===== src/rtl/dma_pkg.sv =====
// Shared types and defaults for the DMA request/acknowledge front end.
package dma_pkg;
    localparam int NUM_CH_DEF = 4;

    typedef enum logic [1:0] {
        IDLE,
        WAIT_HLDA,
        SERVICE,
        RELEASE
    } arb_state_t;
endpackage


===== src/rtl/dma_priority_arbiter_if.sv =====
// Request, bus-hold and service signals between the DMA arbiter and its neighbours.
interface dma_priority_arbiter_if import dma_pkg::*; #(
    parameter int NUM_CH = NUM_CH_DEF
);
    localparam int CH_W = $clog2(NUM_CH);

    logic [NUM_CH-1:0] DREQ;
    logic              HLDA;
    logic              HRQ;
    logic [NUM_CH-1:0] DACK;
    logic [NUM_CH-1:0] mask;
    logic [NUM_CH-1:0] sw_req;
    logic              ctrl_dis;
    logic              rot_pri;
    logic              svc_done;
    logic              svc_valid;
    logic [CH_W-1:0]   svc_ch;
    logic [NUM_CH-1:0] sw_req_clr;

    // The arbiter side; the CPU, datapath and timing control form the other side.
    modport master (
        input  DREQ, HLDA, mask, sw_req, ctrl_dis, rot_pri, svc_done,
        output HRQ, DACK, svc_valid, svc_ch, sw_req_clr
    );

    modport slave (
        output DREQ, HLDA, mask, sw_req, ctrl_dis, rot_pri, svc_done,
        input  HRQ, DACK, svc_valid, svc_ch, sw_req_clr
    );
endinterface


===== src/rtl/dma_prio_resolve.sv =====
// Combinational priority encoder: first eligible channel found searching upward from start, wrapping.
module dma_prio_resolve import dma_pkg::*; #(
    parameter int NUM_CH = NUM_CH_DEF
) (
    input  logic [NUM_CH-1:0]         elig,
    input  logic [$clog2(NUM_CH)-1:0] start,
    output logic [$clog2(NUM_CH)-1:0] winner,
    output logic                      any
);
    localparam int CH_W = $clog2(NUM_CH);

    always_comb begin
        int idx;
        idx    = 0;
        winner = '0;
        any    = 1'b0;
        for (int i = 0; i < NUM_CH; i++) begin
            idx = int'(start) + i;
            if (idx >= NUM_CH) idx -= NUM_CH;
            if (!any && elig[CH_W'(idx)]) begin
                any    = 1'b1;
                winner = CH_W'(idx);
            end
        end
    end
endmodule


===== src/rtl/dma_priority_arbiter.sv =====
// 8237A-style request front end: DREQ synchronisers, HRQ/HLDA handshake, one-at-a-time DACK grant.
module dma_priority_arbiter import dma_pkg::*; #(
    parameter int NUM_CH        = NUM_CH_DEF,
    parameter int SYNC_STAGES   = 2,
    parameter bit DREQ_ACT_HIGH = 1'b1,
    parameter bit DACK_ACT_HIGH = 1'b0
) (
    input logic                    CLK,
    input logic                    RESET_N,
    dma_priority_arbiter_if.master bus
);
    localparam int CH_W = $clog2(NUM_CH);

    logic [SYNC_STAGES-1:0][NUM_CH-1:0] sync_q;
    logic [NUM_CH-1:0] dreq_n, dreq_s, elig;
    logic [CH_W-1:0]   start_ptr, winner;
    logic              any;

    arb_state_t        state, next_state;
    logic              hrq_q, hrq_d, valid_q, valid_d;
    logic [NUM_CH-1:0] dack_q, dack_d, clr_q, clr_d;
    logic [CH_W-1:0]   ch_q, ch_d, ptr_q, ptr_d;

    // Normalise before the first flop so reset clears to "not requesting" for either polarity.
    assign dreq_n = DREQ_ACT_HIGH ? bus.DREQ : ~bus.DREQ;
    assign dreq_s = sync_q[SYNC_STAGES-1];
    assign elig   = bus.ctrl_dis ? '0 : ((dreq_s | bus.sw_req) & ~bus.mask);

    always_ff @(posedge CLK or negedge RESET_N) begin
        // NOTE: non-blocking so every stage samples its predecessor's old value.
        if (!RESET_N) sync_q <= '0;
        else          sync_q <= {sync_q[SYNC_STAGES-2:0], dreq_n};
    end

    assign start_ptr = bus.rot_pri ? ptr_q : '0;

    dma_prio_resolve #(.NUM_CH(NUM_CH)) u_resolve (
        .elig   (elig),
        .start  (start_ptr),
        .winner (winner),
        .any    (any)
    );

    always_ff @(posedge CLK or negedge RESET_N) begin
        if (!RESET_N) begin
            state   <= IDLE;
            hrq_q   <= 1'b0;
            valid_q <= 1'b0;
            dack_q  <= '0;
            clr_q   <= '0;
            ch_q    <= '0;
            ptr_q   <= '0;
        end else begin
            state   <= next_state;
            hrq_q   <= hrq_d;
            valid_q <= valid_d;
            dack_q  <= dack_d;
            clr_q   <= clr_d;
            ch_q    <= ch_d;
            ptr_q   <= ptr_d;
        end
    end

    always_comb begin
        // NOTE: every output defaulted first, so no path can infer a latch.
        next_state = state;
        hrq_d      = hrq_q;
        valid_d    = valid_q;
        dack_d     = dack_q;
        clr_d      = '0;
        ch_d       = ch_q;
        ptr_d      = ptr_q;
        unique case (state)
            IDLE: begin
                if (any) begin
                    hrq_d      = 1'b1;
                    next_state = WAIT_HLDA;
                end
            end
            WAIT_HLDA: begin
                if (bus.HLDA && any) begin
                    ch_d       = winner;
                    dack_d     = NUM_CH'(1) << winner;
                    valid_d    = 1'b1;
                    next_state = SERVICE;
                end else if (!any) begin
                    hrq_d      = 1'b0;
                    next_state = bus.HLDA ? RELEASE : IDLE;
                end
            end
            SERVICE: begin
                // A CPU abort (HLDA low) wins over a coincident svc_done.
                if (!bus.HLDA || bus.svc_done) begin
                    hrq_d   = 1'b0;
                    valid_d = 1'b0;
                    dack_d  = '0;
                    if (bus.HLDA) begin
                        clr_d      = NUM_CH'(1) << ch_q;
                        next_state = RELEASE;
                        if (bus.rot_pri)
                            ptr_d = (ch_q == CH_W'(NUM_CH - 1)) ? '0 : ch_q + CH_W'(1);
                    end else begin
                        next_state = IDLE;
                    end
                end
            end
            RELEASE: begin
                if (!bus.HLDA) next_state = IDLE;
            end
            default: next_state = IDLE;
        endcase
    end

    assign bus.HRQ        = hrq_q;
    assign bus.DACK       = DACK_ACT_HIGH ? dack_q : ~dack_q;
    assign bus.svc_valid  = valid_q;
    assign bus.svc_ch     = ch_q;
    assign bus.sw_req_clr = clr_q;
endmodule

===== src/flat_wrapper.sv =====
// flat-port wrapper written by rule: the top's interface ports become plain ports
module dma_priority_arbiter_flat import dma_pkg::*;
#(
    parameter int NUM_CH        = NUM_CH_DEF,
    parameter int SYNC_STAGES   = 2,
    parameter bit DREQ_ACT_HIGH = 1'b1,
    parameter bit DACK_ACT_HIGH = 1'b0
)
  (CLK, RESET_N, bus_DREQ, bus_HLDA, bus_mask, bus_sw_req, bus_ctrl_dis, bus_rot_pri, bus_svc_done, bus_HRQ, bus_DACK, bus_svc_valid, bus_svc_ch, bus_sw_req_clr);
  dma_priority_arbiter_if #(.NUM_CH(NUM_CH)) bus_i ();
  input logic CLK;
  input logic RESET_N;
  input wire logic [$bits(bus_i.DREQ)-1:0] bus_DREQ;
  input wire logic [$bits(bus_i.HLDA)-1:0] bus_HLDA;
  input wire logic [$bits(bus_i.mask)-1:0] bus_mask;
  input wire logic [$bits(bus_i.sw_req)-1:0] bus_sw_req;
  input wire logic [$bits(bus_i.ctrl_dis)-1:0] bus_ctrl_dis;
  input wire logic [$bits(bus_i.rot_pri)-1:0] bus_rot_pri;
  input wire logic [$bits(bus_i.svc_done)-1:0] bus_svc_done;
  output wire logic [$bits(bus_i.HRQ)-1:0] bus_HRQ;
  output wire logic [$bits(bus_i.DACK)-1:0] bus_DACK;
  output wire logic [$bits(bus_i.svc_valid)-1:0] bus_svc_valid;
  output wire logic [$bits(bus_i.svc_ch)-1:0] bus_svc_ch;
  output wire logic [$bits(bus_i.sw_req_clr)-1:0] bus_sw_req_clr;
  assign bus_i.DREQ = bus_DREQ;
  assign bus_i.HLDA = bus_HLDA;
  assign bus_i.mask = bus_mask;
  assign bus_i.sw_req = bus_sw_req;
  assign bus_i.ctrl_dis = bus_ctrl_dis;
  assign bus_i.rot_pri = bus_rot_pri;
  assign bus_i.svc_done = bus_svc_done;
  assign bus_HRQ = bus_i.HRQ;
  assign bus_DACK = bus_i.DACK;
  assign bus_svc_valid = bus_i.svc_valid;
  assign bus_svc_ch = bus_i.svc_ch;
  assign bus_sw_req_clr = bus_i.sw_req_clr;
  dma_priority_arbiter #(.NUM_CH(NUM_CH), .SYNC_STAGES(SYNC_STAGES), .DREQ_ACT_HIGH(DREQ_ACT_HIGH), .DACK_ACT_HIGH(DACK_ACT_HIGH)) u_core (.CLK(CLK), .RESET_N(RESET_N), .bus(bus_i));
endmodule

===== config.mk =====
export PLATFORM = sky130hd
export DESIGN_NAME = dma_priority_arbiter_flat
export DESIGN_NICKNAME = d
export VERILOG_FILES = /design/src/rtl/dma_pkg.sv /design/src/rtl/dma_priority_arbiter_if.sv /design/src/rtl/dma_prio_resolve.sv /design/src/rtl/dma_priority_arbiter.sv /design/src/flat_wrapper.sv
export SDC_FILE = /design/constraint.sdc
export NUM_CORES = 1
export LEC_CHECK = 0
export CAP_MARGIN = 0
export CORE_MARGIN = 2
export CORE_UTILIZATION = 40
export CTS_CLUSTER_SIZE = 16
export DETAILED_ROUTE_END_ITERATION = 6
export DONT_BUFFER_PORTS = 1
export GPL_TIMING_DRIVEN = 0
export HOLD_SLACK_MARGIN = 0.06
export PLACE_DENSITY = 0.6
export SYNTH_ARGS = -nofsm -noshare
export SYNTH_HDL_FRONTEND = slang
export SYNTH_SLANG_ARGS = --single-unit

===== constraint.sdc =====
create_clock -name CLK -period 1.9 [get_ports CLK]
set_input_delay 0.475 -clock CLK [delete_from_list [all_inputs] [get_ports CLK]]
set_output_delay 0.475 -clock CLK [all_outputs]
set_load 0.05 [all_outputs]

==> results.txt <==
----------------------------------------------------
[Status]
  Outcome ... completed

[Route]
  Detail-routed net length per standard cell ... 15.4 um
  DR vias ... 921
  First-pass DRT Iterations ... 4
  Remaining antenna violation count after routing ... 0
  DRC violations left ... 0
  Ratio of routed vias to standard cells ... 5.55
  Violation count after the first detailed-route iteration ... 58
  Wire length reported by the detailed router ... 2560 um

[Clock network]
  Clock Tree Buf Depth ... 2
  Sink Count ... 24
  Clock insertion delay at the later pin of the skew report ... 0.31 ns
  Reg clk slew, reported paths ... around 0.13 ns
  Maximum level of the CTS H-tree ... 1
  TritonCTS clock tree ... built
  Buffer cell driving the clock tree root ... sky130_fd_sc_hd__clkbuf_4
  Cts bufs inserted ... 3

[Critical path]
  Slowest cell on crit path ... sky130_fd_sc_hd__dfrtp_1
  Max stage delay on crit path ... 0.36 ns
  Startpoint of the worst-slack reg-to-reg timing path ... u_core.dreq_s[3]
  Worst reg2reg endpoint ... u_core.bus.HRQ
  Required time of the critical path ... 2.12 ns
  Worst setup path class ... register to register
  Startpoint kind of the worst setup timing path ... register
  Stages on worst setup path ... 6
  Register-to-register setup slack ... 0.07 ns
  Cell family contributing the most delay on the critical path ... compound AO/OA/AOI/OAI gates
  CP Capture Type ... register
  Data arrival time at the worst-slack endpoint ... 2.04 ns
  CP max FO ... 4
  List of cells traversed by the critical path ... nor2_2 > o32a_1 > buf_4 > a41o_1 > a211oi_2 > mux2_4
  Crit path buf inv count ... 1
  Worst reg-to-reg path cell count ... 6

[Timing]
  Max-Slew Margin vs Limit ... 29.4%
  Achievable Freq ... between 500 and 600 MHz
  Fin worst setup slack ... ~0.073 ns
  Minimum period implied by the final worst setup slack ... 1.83 ns
  Setup clock skew after layout ... 0.00283 ns
  Setup repair after global routing missed its margin ... false
  Slew at the pin closest to its max-slew limit ... 1.06 ns
  Final Setup Violations ... 0
  Number of hold violations in the final report ... 0
  Pins Over Slew Limit ... 0
  Ratio of final minimum period to clock period ... 96.2%

[Global route]
  Grt total ovfl ... 0
  Vias in the first global route ... between 900 and 1000
  Number of antenna violations at the first check in global routing ... 0
  Combined global-route utilization of all metal layers ... 16.1%
  Pin count of the biggest net entering global routing ... 25
  Global-route wire length before repair ... about 4300 um

[Finish]
  Share of post-route cells with drive strength above 1 ... 19.7%
  Antenna fix cells ... 0
  Net total in the final layout ... 150
  Area delta synth->final ... 13.4%
  Fill cell count ... 294

[Synth]
  Average size of a mapped cell ... 10.9 um^2
  Sequential fraction of the synthesis area ... 47.9%
  Synthesized cell area ... 1250 um^2
  Number of distinct standard cells referenced by the synthesized netlist ... 38
  Post-Synthesis Net Count ... ~140
  Synthesized flop and latch total ... 24
  Cells after Synth ... 115
  Warnings, synthesis ... 0

[Die]
  Die ar. ... 3600 um^2
  Io pins ... 30
  Horizontal die dimension ... 60.0 um
  Area of the core ... 3030 um^2
  Initial standard-cell utilization of the core ... roughly 41%
  Height of the chip ... 60.0 um
  Row Count ... 20

[Worst hold path]
  HP Class ... input pin to register
  Cells on Worst Hold Path ... 0
  End of the worst hold path ... u_core.sync_q[2]
  Start point of the worst min-delay path ... bus_DREQ[2]

[Placement]
  Count of port buffers added during placement ... 0
  Routability congestion estimate ... 0.843
  Pre-CTS setup slack ... -0.169 ns
  Detailed placer's ending HPWL ... 2000 um

[Power and ir drop]
  Leakage power figure ... 0.000638 uW
  Peak supply drop ... 0.000894 V
  Overall power after layout ... 2190 uW
  Ratio of total power to cell area ... 1540 nW/um^2

[Job]
  # Max-Cap Violations ... 0

----------------------------------------------------
-- metrics by stage --
step | hold WS (ns) | instance area, um^2 | cells | util, % | setup TNS (ns)
2_1_floorplan | 0.179 | 1280 | 115 | - | -0.0152
3_3_place_gp | 0.180 | 1330 | 159 | 44.0 | -0.720
3_5_place_dp | 0.180 | 1330 | 159 | 44.0 | -0.787
4_1_cts | 0.159 | 1390 | 164 | 46.0 | 0
5_1_grt | 0.135 | 1420 | 166 | 46.9 | 0
6_report | 0.170 | 1420 | 166 | 46.9 | 0
-- report_power, final --
group	internal, uW	switching [uW]
Combinational	363	550
Clock	213	154
Sequential	640	271
-- final cells by class --
cell class	instances	area (um^2)	share of cell area, %
Multi-Input combinational cell	78	638	44.9
Sequential cell	24	601	42.3
Tap cell	44	55.1	3.87
Inverter	11	41.3	2.90
Clock inverter	1	30.0	2.11
Timing Repair Buffer	3	25.0	1.76
Clock buffer	3	22.5	1.58
Buffer	2	8.76	0.616
-- flip-flops by register name (all words and copies together) (netlist names) --
register / flops
u_core.sync_q: 4
u_core.ptr_q: 2
u_core.dreq_s: 4
u_core.state: 2
u_core.dack_q: 4
u_core.bus.HRQ: 1
u_core.bus.svc_valid: 1
u_core.bus.sw_req_clr: 4
u_core.bus.svc_ch: 2
-- worst max-delay path by stage --
stage,slack (ns),from,endpoint
5_1_grt,0.002,u_core.dreq_s[3],u_core.bus.HRQ
3_5_place_dp,-0.17,bus_ctrl_dis,u_core.dack_q[0]
6_report,0.07,u_core.dreq_s[3],u_core.bus.HRQ
3_3_place_gp,-0.13,bus_mask[0],u_core.dack_q[1]
2_1_floorplan,-0.008,bus_mask[0],u_core.dack_q[0]
4_1_cts,0.01,u_core.dreq_s[2],u_core.bus.HRQ
-- routing by layer --
layer	wire, um	global-route usage [%]	vias to the layer above
met5	0	0	-
met4	32	6.03	0
met3	143	3.46	4
met2	1180	24.4	34
met1	1210	22.6	444
li1	-	-	439
-- cell usage after synthesis --
library cell	number	area (um^2)
sky130_fd_sc_hd__dfrtp_1	24	601
sky130_fd_sc_hd__inv_1	11	41.3
sky130_fd_sc_hd__ha_1	9	113
sky130_fd_sc_hd__nor2_1	7	26.3
sky130_fd_sc_hd__and2_1	5	31.3
sky130_fd_sc_hd__a21oi_1	4	20.0
sky130_fd_sc_hd__a32o_1	4	40.0
sky130_fd_sc_hd__nand2_1	4	15.0
sky130_fd_sc_hd__o21ai_0	4	20.0
sky130_fd_sc_hd__a211oi_1	3	22.5
sky130_fd_sc_hd__mux2_2	3	33.8
sky130_fd_sc_hd__mux2i_1	3	30.0
sky130_fd_sc_hd__a21o_1	2	15.0
sky130_fd_sc_hd__a311o_1	2	20.0
sky130_fd_sc_hd__a41o_1	2	20.0
sky130_fd_sc_hd__nand3_1	2	10.0
sky130_fd_sc_hd__o31ai_1	2	15.0
sky130_fd_sc_hd__o32ai_1	2	17.5
sky130_fd_sc_hd__or2_1	2	12.5
sky130_fd_sc_hd__or2_2	2	12.5
sky130_fd_sc_hd__a211o_1	1	8.76
sky130_fd_sc_hd__a21boi_0	1	7.51
sky130_fd_sc_hd__a2bb2oi_1	1	8.76
sky130_fd_sc_hd__a311oi_1	1	8.76
sky130_fd_sc_hd__a31o_2	1	8.76
sky130_fd_sc_hd__and3_1	1	6.26
sky130_fd_sc_hd__buf_2	1	5.00
sky130_fd_sc_hd__clkbuf_1	1	3.75
sky130_fd_sc_hd__nor2b_1	1	6.26
sky130_fd_sc_hd__nor3_1	1	5.00
sky130_fd_sc_hd__nor4_1	1	6.26
sky130_fd_sc_hd__o22ai_1	1	6.26
sky130_fd_sc_hd__o311ai_0	1	8.76
sky130_fd_sc_hd__o32a_1	1	10.0
sky130_fd_sc_hd__o32ai_2	1	16.3
sky130_fd_sc_hd__or2_0	1	6.26
sky130_fd_sc_hd__or2_4	1	8.76
sky130_fd_sc_hd__or3_1	1	6.26
-- kinds of logic after synthesis --
logic type | count (synthesis) | synth area share (%)
compound gates | 34 | 21.9
simple gates | 29 | 12.2
flops | 24 | 47.9
buf+inv | 13 | 3.99
fa+ha+maj | 9 | 8.98
mux | 6 | 5.09
-- layout by cell type (no fill, tap or decap), types with 3 or more instances in the layout --
master,Yosys,final
sky130_fd_sc_hd__inv_1,11,11
sky130_fd_sc_hd__o21ai_0,4,4
sky130_fd_sc_hd__mux2i_1,3,3
sky130_fd_sc_hd__a32o_1,4,4
sky130_fd_sc_hd__nor2_2,0,4
sky130_fd_sc_hd__ha_1,9,8
sky130_fd_sc_hd__and2_1,5,5
sky130_fd_sc_hd__nand2_1,4,4
sky130_fd_sc_hd__clkbuf_4,0,3
sky130_fd_sc_hd__nor2_1,7,3
sky130_fd_sc_hd__dfrtp_1,24,24
sky130_fd_sc_hd__a21oi_1,4,4
-- repair_timing --
item,CTS,global route
gates resized for setup,0,5
endpoints found under the hold margin,24,0
setup endpoints to repair,0,7
buffers inserted,0,2
hold buffers,1,0
(Power assumes the default switching activity.)
